File: src/rtl/alu_pkg.sv
// Shared constants and FSM encoding for the ALU round-robin arbiter.
package alu_pkg;

    localparam int OP_W        = 2;
    localparam int OPND_W      = 3;
    localparam int ALU_LAT_DEF = 2;

    localparam logic [1:0] S_IDLE  = 2'd0;
    localparam logic [1:0] S_ISSUE = 2'd1;
    localparam logic [1:0] S_WAIT  = 2'd2;
    localparam logic [1:0] S_DONE  = 2'd3;

    typedef enum logic [1:0] {
        IDLE  = S_IDLE,
        ISSUE = S_ISSUE,
        WAIT  = S_WAIT,
        DONE  = S_DONE
    } arb_state_e;

endpackage

File: src/rtl/rr_pick2.sv
// Combinational two-way round-robin winner select.
module rr_pick2 (
    input  logic       req0_i,
    input  logic       req1_i,
    input  logic       last_i,
    output logic [1:0] pick_o
);

    // last_i names the requester served most recently; the other wins a tie
    always_comb begin
        pick_o = 2'b00;
        if (req0_i && req1_i) begin
            pick_o = last_i ? 2'b01 : 2'b10;
        end else if (req0_i) begin
            pick_o = 2'b01;
        end else if (req1_i) begin
            pick_o = 2'b10;
        end
    end

endmodule

File: src/rtl/alu_rr_arbiter.sv
// Shares one fixed-latency ALU core between two requesters with round-robin grant.
// Optional per-requester completion counters (gcnt0/gcnt1) when ALU_ARB_STATS_EN is defined.
//
// state | meaning
// IDLE  | arbitrate; latch winner's op/operands and grant
// ISSUE | pulse alu_en, load latency counter
// WAIT  | count down ALU latency, capture alu_res at zero
// DONE  | pulse winner's done, update last-served, drop grant
module alu_rr_arbiter
    import alu_pkg::*;
#(
    parameter int ALU_LAT = ALU_LAT_DEF,
    parameter int RES_W   = 6
) (
    input  logic              CLK_50,
    input  logic              rst_n,
    input  logic              req0,
    input  logic [OP_W-1:0]   op0,
    input  logic [OPND_W-1:0] a0,
    input  logic [OPND_W-1:0] b0,
    input  logic              req1,
    input  logic [OP_W-1:0]   op1,
    input  logic [OPND_W-1:0] a1,
    input  logic [OPND_W-1:0] b1,
    output logic [1:0]        gnt,
    output logic              done0,
    output logic              done1,
    output logic [RES_W-1:0]  res,
    output logic              busy,
    output logic [OP_W-1:0]   alu_op,
    output logic [OPND_W-1:0] alu_a,
    output logic [OPND_W-1:0] alu_b,
    output logic              alu_en,
    input  logic [RES_W-1:0]  alu_res
`ifdef ALU_ARB_STATS_EN
    ,
    output logic [7:0]        gcnt0,
    output logic [7:0]        gcnt1
`endif
);

    localparam logic [3:0] CNT_LOAD = 4'(ALU_LAT - 1);

    arb_state_e        state_q, state_d;
    logic [1:0]        gnt_q, gnt_d;
    logic [OP_W-1:0]   op_q, op_d;
    logic [OPND_W-1:0] a_q, a_d;
    logic [OPND_W-1:0] b_q, b_d;
    logic [3:0]        cnt_q, cnt_d;
    logic [RES_W-1:0]  res_q, res_d;
    logic              last_q, last_d;
    logic [1:0]        pick;

    rr_pick2 u_pick (
        .req0_i (req0),
        .req1_i (req1),
        .last_i (last_q),
        .pick_o (pick)
    );

    always_ff @(posedge CLK_50 or negedge rst_n) begin
        if (!rst_n) begin
            state_q <= IDLE;
            gnt_q   <= '0;
            op_q    <= '0;
            a_q     <= '0;
            b_q     <= '0;
            cnt_q   <= '0;
            res_q   <= '0;
            last_q  <= 1'b1;
        end else begin
            state_q <= state_d;
            gnt_q   <= gnt_d;
            op_q    <= op_d;
            a_q     <= a_d;
            b_q     <= b_d;
            cnt_q   <= cnt_d;
            res_q   <= res_d;
            last_q  <= last_d;
        end
    end

    always_comb begin
        state_d = state_q;
        gnt_d   = gnt_q;
        op_d    = op_q;
        a_d     = a_q;
        b_d     = b_q;
        cnt_d   = cnt_q;
        res_d   = res_q;
        last_d  = last_q;
        unique case (state_q)
            IDLE: begin
                if (pick != 2'b00) begin
                    gnt_d   = pick;
                    op_d    = pick[0] ? op0 : op1;
                    a_d     = pick[0] ? a0  : a1;
                    b_d     = pick[0] ? b0  : b1;
                    state_d = ISSUE;
                end
            end
            ISSUE: begin
                cnt_d   = CNT_LOAD;
                state_d = WAIT;
            end
            WAIT: begin
                if (cnt_q == 4'd0) begin
                    res_d   = alu_res;
                    state_d = DONE;
                end else begin
                    cnt_d = cnt_q - 4'd1;
                end
            end
            DONE: begin
                last_d  = gnt_q[1];
                gnt_d   = 2'b00;
                state_d = IDLE;
            end
            default: state_d = IDLE;
        endcase
    end

    assign gnt    = gnt_q;
    assign res    = res_q;
    assign busy   = (state_q != IDLE);
    assign alu_en = (state_q == ISSUE);
    assign alu_op = op_q;
    assign alu_a  = a_q;
    assign alu_b  = b_q;
    assign done0  = (state_q == DONE) && gnt_q[0];
    assign done1  = (state_q == DONE) && gnt_q[1];

`ifdef ALU_ARB_STATS_EN
    logic [7:0] gcnt0_q, gcnt1_q;

    // saturating so a long soak never wraps back to a small count
    always_ff @(posedge CLK_50 or negedge rst_n) begin
        if (!rst_n) begin
            gcnt0_q <= '0;
            gcnt1_q <= '0;
        end else begin
            if (done0 && (gcnt0_q != 8'hFF)) gcnt0_q <= gcnt0_q + 8'd1;
            if (done1 && (gcnt1_q != 8'hFF)) gcnt1_q <= gcnt1_q + 8'd1;
        end
    end

    assign gcnt0 = gcnt0_q;
    assign gcnt1 = gcnt1_q;
`endif

endmodule

File: config.mk
export PLATFORM = sky130hd
export DESIGN_NAME = alu_rr_arbiter
export DESIGN_NICKNAME = d
export VERILOG_FILES = /design/src/rtl/alu_pkg.sv /design/src/rtl/rr_pick2.sv /design/src/rtl/alu_rr_arbiter.sv
export SDC_FILE = /design/constraint.sdc
export NUM_CORES = 1
export LEC_CHECK = 0
export BUFFER_PORTS_ARGS = -buffer_cell sky130_fd_sc_hd__buf_2
export CORE_AREA = 3 3 59 61
export DETAILED_ROUTE_END_ITERATION = 12
export DIE_AREA = 0 0 62 64
export PLACE_DENSITY = 0.66
export SLEW_MARGIN = 10
export SYNTH_ARGS = -nofsm -noshare
export SYNTH_HDL_FRONTEND = slang
export SYNTH_SLANG_ARGS = --single-unit
File: constraint.sdc
create_clock -name CLK_50 -period 5 [get_ports CLK_50]
set_input_delay 1.25 -clock CLK_50 [delete_from_list [all_inputs] [get_ports CLK_50]]
set_output_delay 1.25 -clock CLK_50 [all_outputs]
set_load 0.01 [all_outputs]
Word level (Yosys, flattened, before mapping)
Cells that the tools add are included.
Widths: inputs -> output; s select.
{"block": "totals", "regBits": 23, "word_cells": 43, "output_inout_bits": 20, "inputBits": 26}
{"block": "classes", "n_addsub": 1, "mux": 14, "n_eq_ne": 6, "reduce_logical": 14}
{"operator": "$mux 2", "count": 8}
{"operator": "$reduce_and 2->1", "count": 5}
{"operator": "$pmux 2 s4", "count": 1}
{"operator": "$pmux 4 s2", "count": 1}
{"operator": "$reduce_bool 2->1", "count": 4}
{"operator": "$mux 3", "count": 2}
{"operator": "$ne 2x2->1 const B", "count": 3}
{"operator": "$eq 2x2->1 const B", "count": 2}
{"operator": "$logic_not 4->1", "count": 1}
{"operator": "$mux 4", "count": 1}
{"operator": "$pmux 2 s2", "count": 1}
{"operator": "$sub 4x1->4 const B", "count": 1}
{"operator": "$logic_and 1x1->1", "count": 3}
{"operator": "$eq 2x1->1 const B", "count": 1}
{"operator": "$logic_not 2->1", "count": 1}

Logic depth before layout (Yosys ltp)
{"block": "depth", "ltp_word": 6, "ltp_mapped": 6}

Cells and area by module
A second synthesis with hierarchy kept.
{"block": "hier_totals", "cells_unflattened": 110, "hier_area_um2": 1187.4}
{"module": "alu_rr_arbiter", "cells_per_inst": 107, "seq_area_each_um2": 576.8, "instances": 1, "area_per_inst_um2": 1168.6}
{"module": "rr_pick2", "cells_per_inst": 3, "seq_area_each_um2": 0.0, "instances": 1, "area_per_inst_um2": 18.8}

Worst setup path after synthesis
Ideal clock, no wire load.
{"block": "synth_timing", "path_kind": "register -> output", "start": "register state_q[0]", "end": "output port busy", "path_stages_with_launch": 4, "slack_ps": 2879, "t_arrival_ps": 871, "path_cell_list": "dfrtp_1 > inv_1 > ha_1 > inv_1"}
{"block": "synth_via", "elab_chain_len": 1}
{"element": "start: declaration", "line_no": "alu_rr_arbiter.sv:44", "text": "arb_state_e state_q, state_d;"}
{"element": "start signal: assignment", "line_no": "alu_rr_arbiter.sv:72", "text": "state_q <= state_d;"}
{"element": "$reduce_bool 2->1", "line_no": "alu_rr_arbiter.sv:125", "text": "assign busy = (state_q != IDLE);"}
{"element": "end: declaration", "line_no": "alu_rr_arbiter.sv:29", "text": "output logic busy,"}
No other way between the ends.

Worst setup path in the final report
Ends and elaborated chain as after synthesis.

==> results.py <==
metrics = {
    "worst_setup_path": {
        "rr_startpoint": "cnt_q[0]$_DFFE_PN0P_",
        "crit_slowest_cell": "dfrtp_1",
        "startpoint": "state_q[0]$_DFFE_PN0P_",
        "start_kind": "register",
        "path_common_cell": "inv_1",
        "arrival_ns": 1.42,
        "crit_required_ns": 3.75,
        "crit_path_max_incr_delay_ns": 0.43,
        "end_kind": "output port",
        "crit_fanout": 7,
        "cp_cell_sequence": "inv_1 -> ha_1 -> inv_1 -> buf_2",
        "critPathKind": "register to output port",
    },
    "timing": {
        "tightest_slew_ns": 0.5215,
        "post-route-period-util_pct": 53.42,
        "hold_violations": 0,
        "fmax_mhz": 374.4,
        "setup_violations": 0,
        "rsz0062_at_grt": "no",
        "finalCriticalPeriod_ns": 2.671,
        "hold_slack_ns": 0.5180,
        "max_slew_margin_pct": 65.16,
        "skew_ns": 0.003941,
        "maxSlewViolCount": 0,
        "fin_setup_tns_ns": 0,
    },
    "clock_tree": {
        "htree_levels": 1,
        "postCtsHoldBufs": 0,
        "root_buffer": "clkbuf_4",
        "cts_setup_buffers": 0,
        "numCtsBuffers": 3,
        "cts.clk_slew.worst_paths_ns": 0.13,
        "clock-sinks": 23,
        "tritoncts": "yes",
        "cts_resized": 0,
        "clockBufferDepth": 2,
        "worstSkewPairLatency_ns": 0.31,
    },
    "route": {
        "drt-wirelength-per-cell_microns": 12.55,
        "routed_wirelength_microns": 2572,
        "ant_nets": 0,
        "viasPerCell": 4.800,
        "drc_errors": 0,
        "dr.pass1.iters": 2,
        "drtIter0Drc": 14,
        "route.vias.total": 984,
    },
    "run_status": {
        "status": "finished, final reports clean",
    },
    "synthesis": {
        "synth_compound_area_share_pct": 17.18,
        "synth_simple_gate_area_share_pct": 14.86,
        "syn_avg_cell_area_sq_um": 10.33,
        "synthArstFlopShare_pct": 100.0,
        "yosysWarningCount": 0,
        "synth_top_family_by_area": "compound AO/OA/AOI/OAI gates",
        "synth_edf_count": 0,
        "synthAdderAreaFrac_pct": 6.322,
        "synthXorXnorAreaFrac_pct": 0,
        "netlist_instances": 115,
        "yosys_register_bits": 23,
        "synthesis.area_sq_mm": 0.001187,
        "synthMuxAreaShare_pct": 9.484,
        "yosys_most_used_dff": "dfrtp_1",
        "synth.net_count": 147,
        "yosysUniqueCellTypes": 28,
        "ys_seq_area_share_pct": 48.58,
    },
    "floorplan": {
        "fp-row-count": 20,
        "start_util_pct": 39.21,
        "core_area_sq_mm": 0.003028,
        "ioPinCount": 46,
        "die_w_microns": 62,
        "dieArea_sq_mm": 0.003968,
        "die_h_microns": 64,
    },
    "placed_design": {
        "globalplace.congestion": 0.7544,
        "io_buffers": 45,
        "dp_hpwl_microns": 1996,
        "placed_cells": 201,
    },
    "pwr": {
        "p_total_w": 0.0008882,
        "p_per_area_mw_per_mm2": 599.5,
        "p_leak_nw": 0.7417,
        "ir_drop_mv": 0.2139,
    },
    "final_layout": {
        "multi_input_area_sq_um": 568.0,
        "seq_area_sq_um": 576.8,
        "syn_to_final_growth_pct": 24.76,
        "fin_cells": 205,
        "fin_nets": 194,
        "diodes": 0,
        "fillers": 295,
        "drive_above_1_share_pct": 36.65,
    },
    "job": {
        "drv_cap": 0,
    },
    "global_route": {
        "antenna_found_initial": 0,
        "grt_first_pass_wirelength_microns": 4360,
        "overflow": 0,
        "track_usage_pct": 14.10,
        "grt_max_degree": 24,
        "grt_pass1_vias": 1015,
    },
    "min_path": {
        "hold_path.startpoint": "res[4]$_DFFE_PN0P_",
        "hp-class": "register to register",
    },
}
==> cell usage after synthesis, drive strengths merged, types with 2 or more instances <==
cell | n | area share (%)
a21o | 2 | 1.3
nor2b | 5 | 2.6
dfrtp | 22 | 46
and2 | 2 | 1.1
clkbuf | 2 | 0.63
nand3 | 8 | 3.4
nand2 | 3 | 0.95
a31oi | 8 | 4.2
mux2i | 3 | 2.5
a21oi | 5 | 2.1
nand2b | 2 | 1.1
inv | 8 | 2.5
o21ai | 9 | 3.8
mux2 | 7 | 7.0
o22ai | 2 | 1.1
ha | 6 | 6.3
nor2 | 12 | 4.4
==> logic make-up after synthesis <==
group | count (synthesis)
buffers and inverters | 11
AND/OR/NAND/NOR | 34
AO/OA/AOI/OAI | 31
multiplexers | 10
adder cells (fa/ha/maj) | 6
flip-flops | 23
==> cell type report <==
class / count / share of cell area [%]
flip-flops and latches: 23 / 38.94
multi-input cells: 81 / 38.34
repair buffers: 45 / 15.20
well taps: 44 / 3.716
inverters: 8 / 2.027
clock buffers: 4 / 1.774
==> registers in the layout, summed over array words and instances (netlist names) <==
| signal | flops |
|---|---|
| gnt | 2 |
| alu_a | 3 |
| alu_b | 3 |
| cnt_q | 4 |
| last_q | 1 |
| alu_op | 2 |
| state_q | 2 |
| res | 6 |
==> routing by layer <==
metal,GRT usage (%),wire [microns]
met1,18.72,1192
met2,23.32,1290
met3,1.212,63
met4,4.775,26
met5,0,0
==> worst max-delay path, delay by kind of cell (launching register included) <==
kind | cells | cell delay, ns
adder cells (fa/ha/maj) | 1 | 0.33
buffers and inverters | 3 | 0.35
flip-flops | 1 | 0.43
==> final timing paths <==
check | cells after the start | slack (ns) | endpoint
max reg2reg | 5 | 3.20 | res[5]$_DFFE_PN0P_
min reg2reg | 1 | 0.52 | res[4]$_DFFE_PN0P_
max in group asynchronous | 1 | 3.74 | last_q$_DFFE_PN1P_
max | 4 | 2.33 | busy
min in group asynchronous | 1 | 0.89 | cnt_q[0]$_DFFE_PN0P_
min | 1 | 0.52 | res[4]$_DFFE_PN0P_
==> per-stage QoR <==
| stage | setup slack, ns | utilization [%] | area [sq um] |
|---|---|---|---|
| 6_report | 2.329 | 48.93 | 1481 |
| 5_1_grt | 2.209 | 48.93 | 1481 |
| 4_1_cts | 2.317 | 48.93 | 1481 |
| 3_5_place_dp | 2.677 | 48.06 | 1455 |
| 3_3_place_gp | 2.736 | 48.06 | 1455 |
| 2_1_floorplan | 2.879 | - | 1187 |
==> where the power goes <==
part	total [W]	internal [W]	leakage, nW	switching [W]
logic	0.000466	0.000222	0.456	0.000245
clock network	0.0000861	0.0000311	0.0150	0.0000550
registers	0.000336	0.000280	0.271	0.0000560
total	0.000888	0.000532	0.742	0.000356
==> cells in the final DEF, fill, tap and decap left out <==
cell      synthesis  layout
buf_2             1      45
dfrtp_1          22      22
nor2_1           11      11
o21ai_0           9       9
inv_1             8       8
nand3_1           8       8
a31oi_1           8       8
mux2_2            6       6
ha_1              6       6
nor2b_1           5       5
a21oi_1           5       5
nand2_1           3       3
mux2i_1           3       3
clkbuf_4          0       3
and2_1            2       2
nand2b_1          2       2
o22ai_1           2       2
a21o_1            2       2
or3b_4            1       1
nor2_4            1       1
o21a_1            1       1
a22oi_4           1       1
o22a_1            1       1
a32o_1            1       1
a22o_1            1       1
mux2_4            1       1
nor3_1            1       1
clkbuf_1          2       1
dfstp_2           1       1
(Power assumes the default switching activity.)
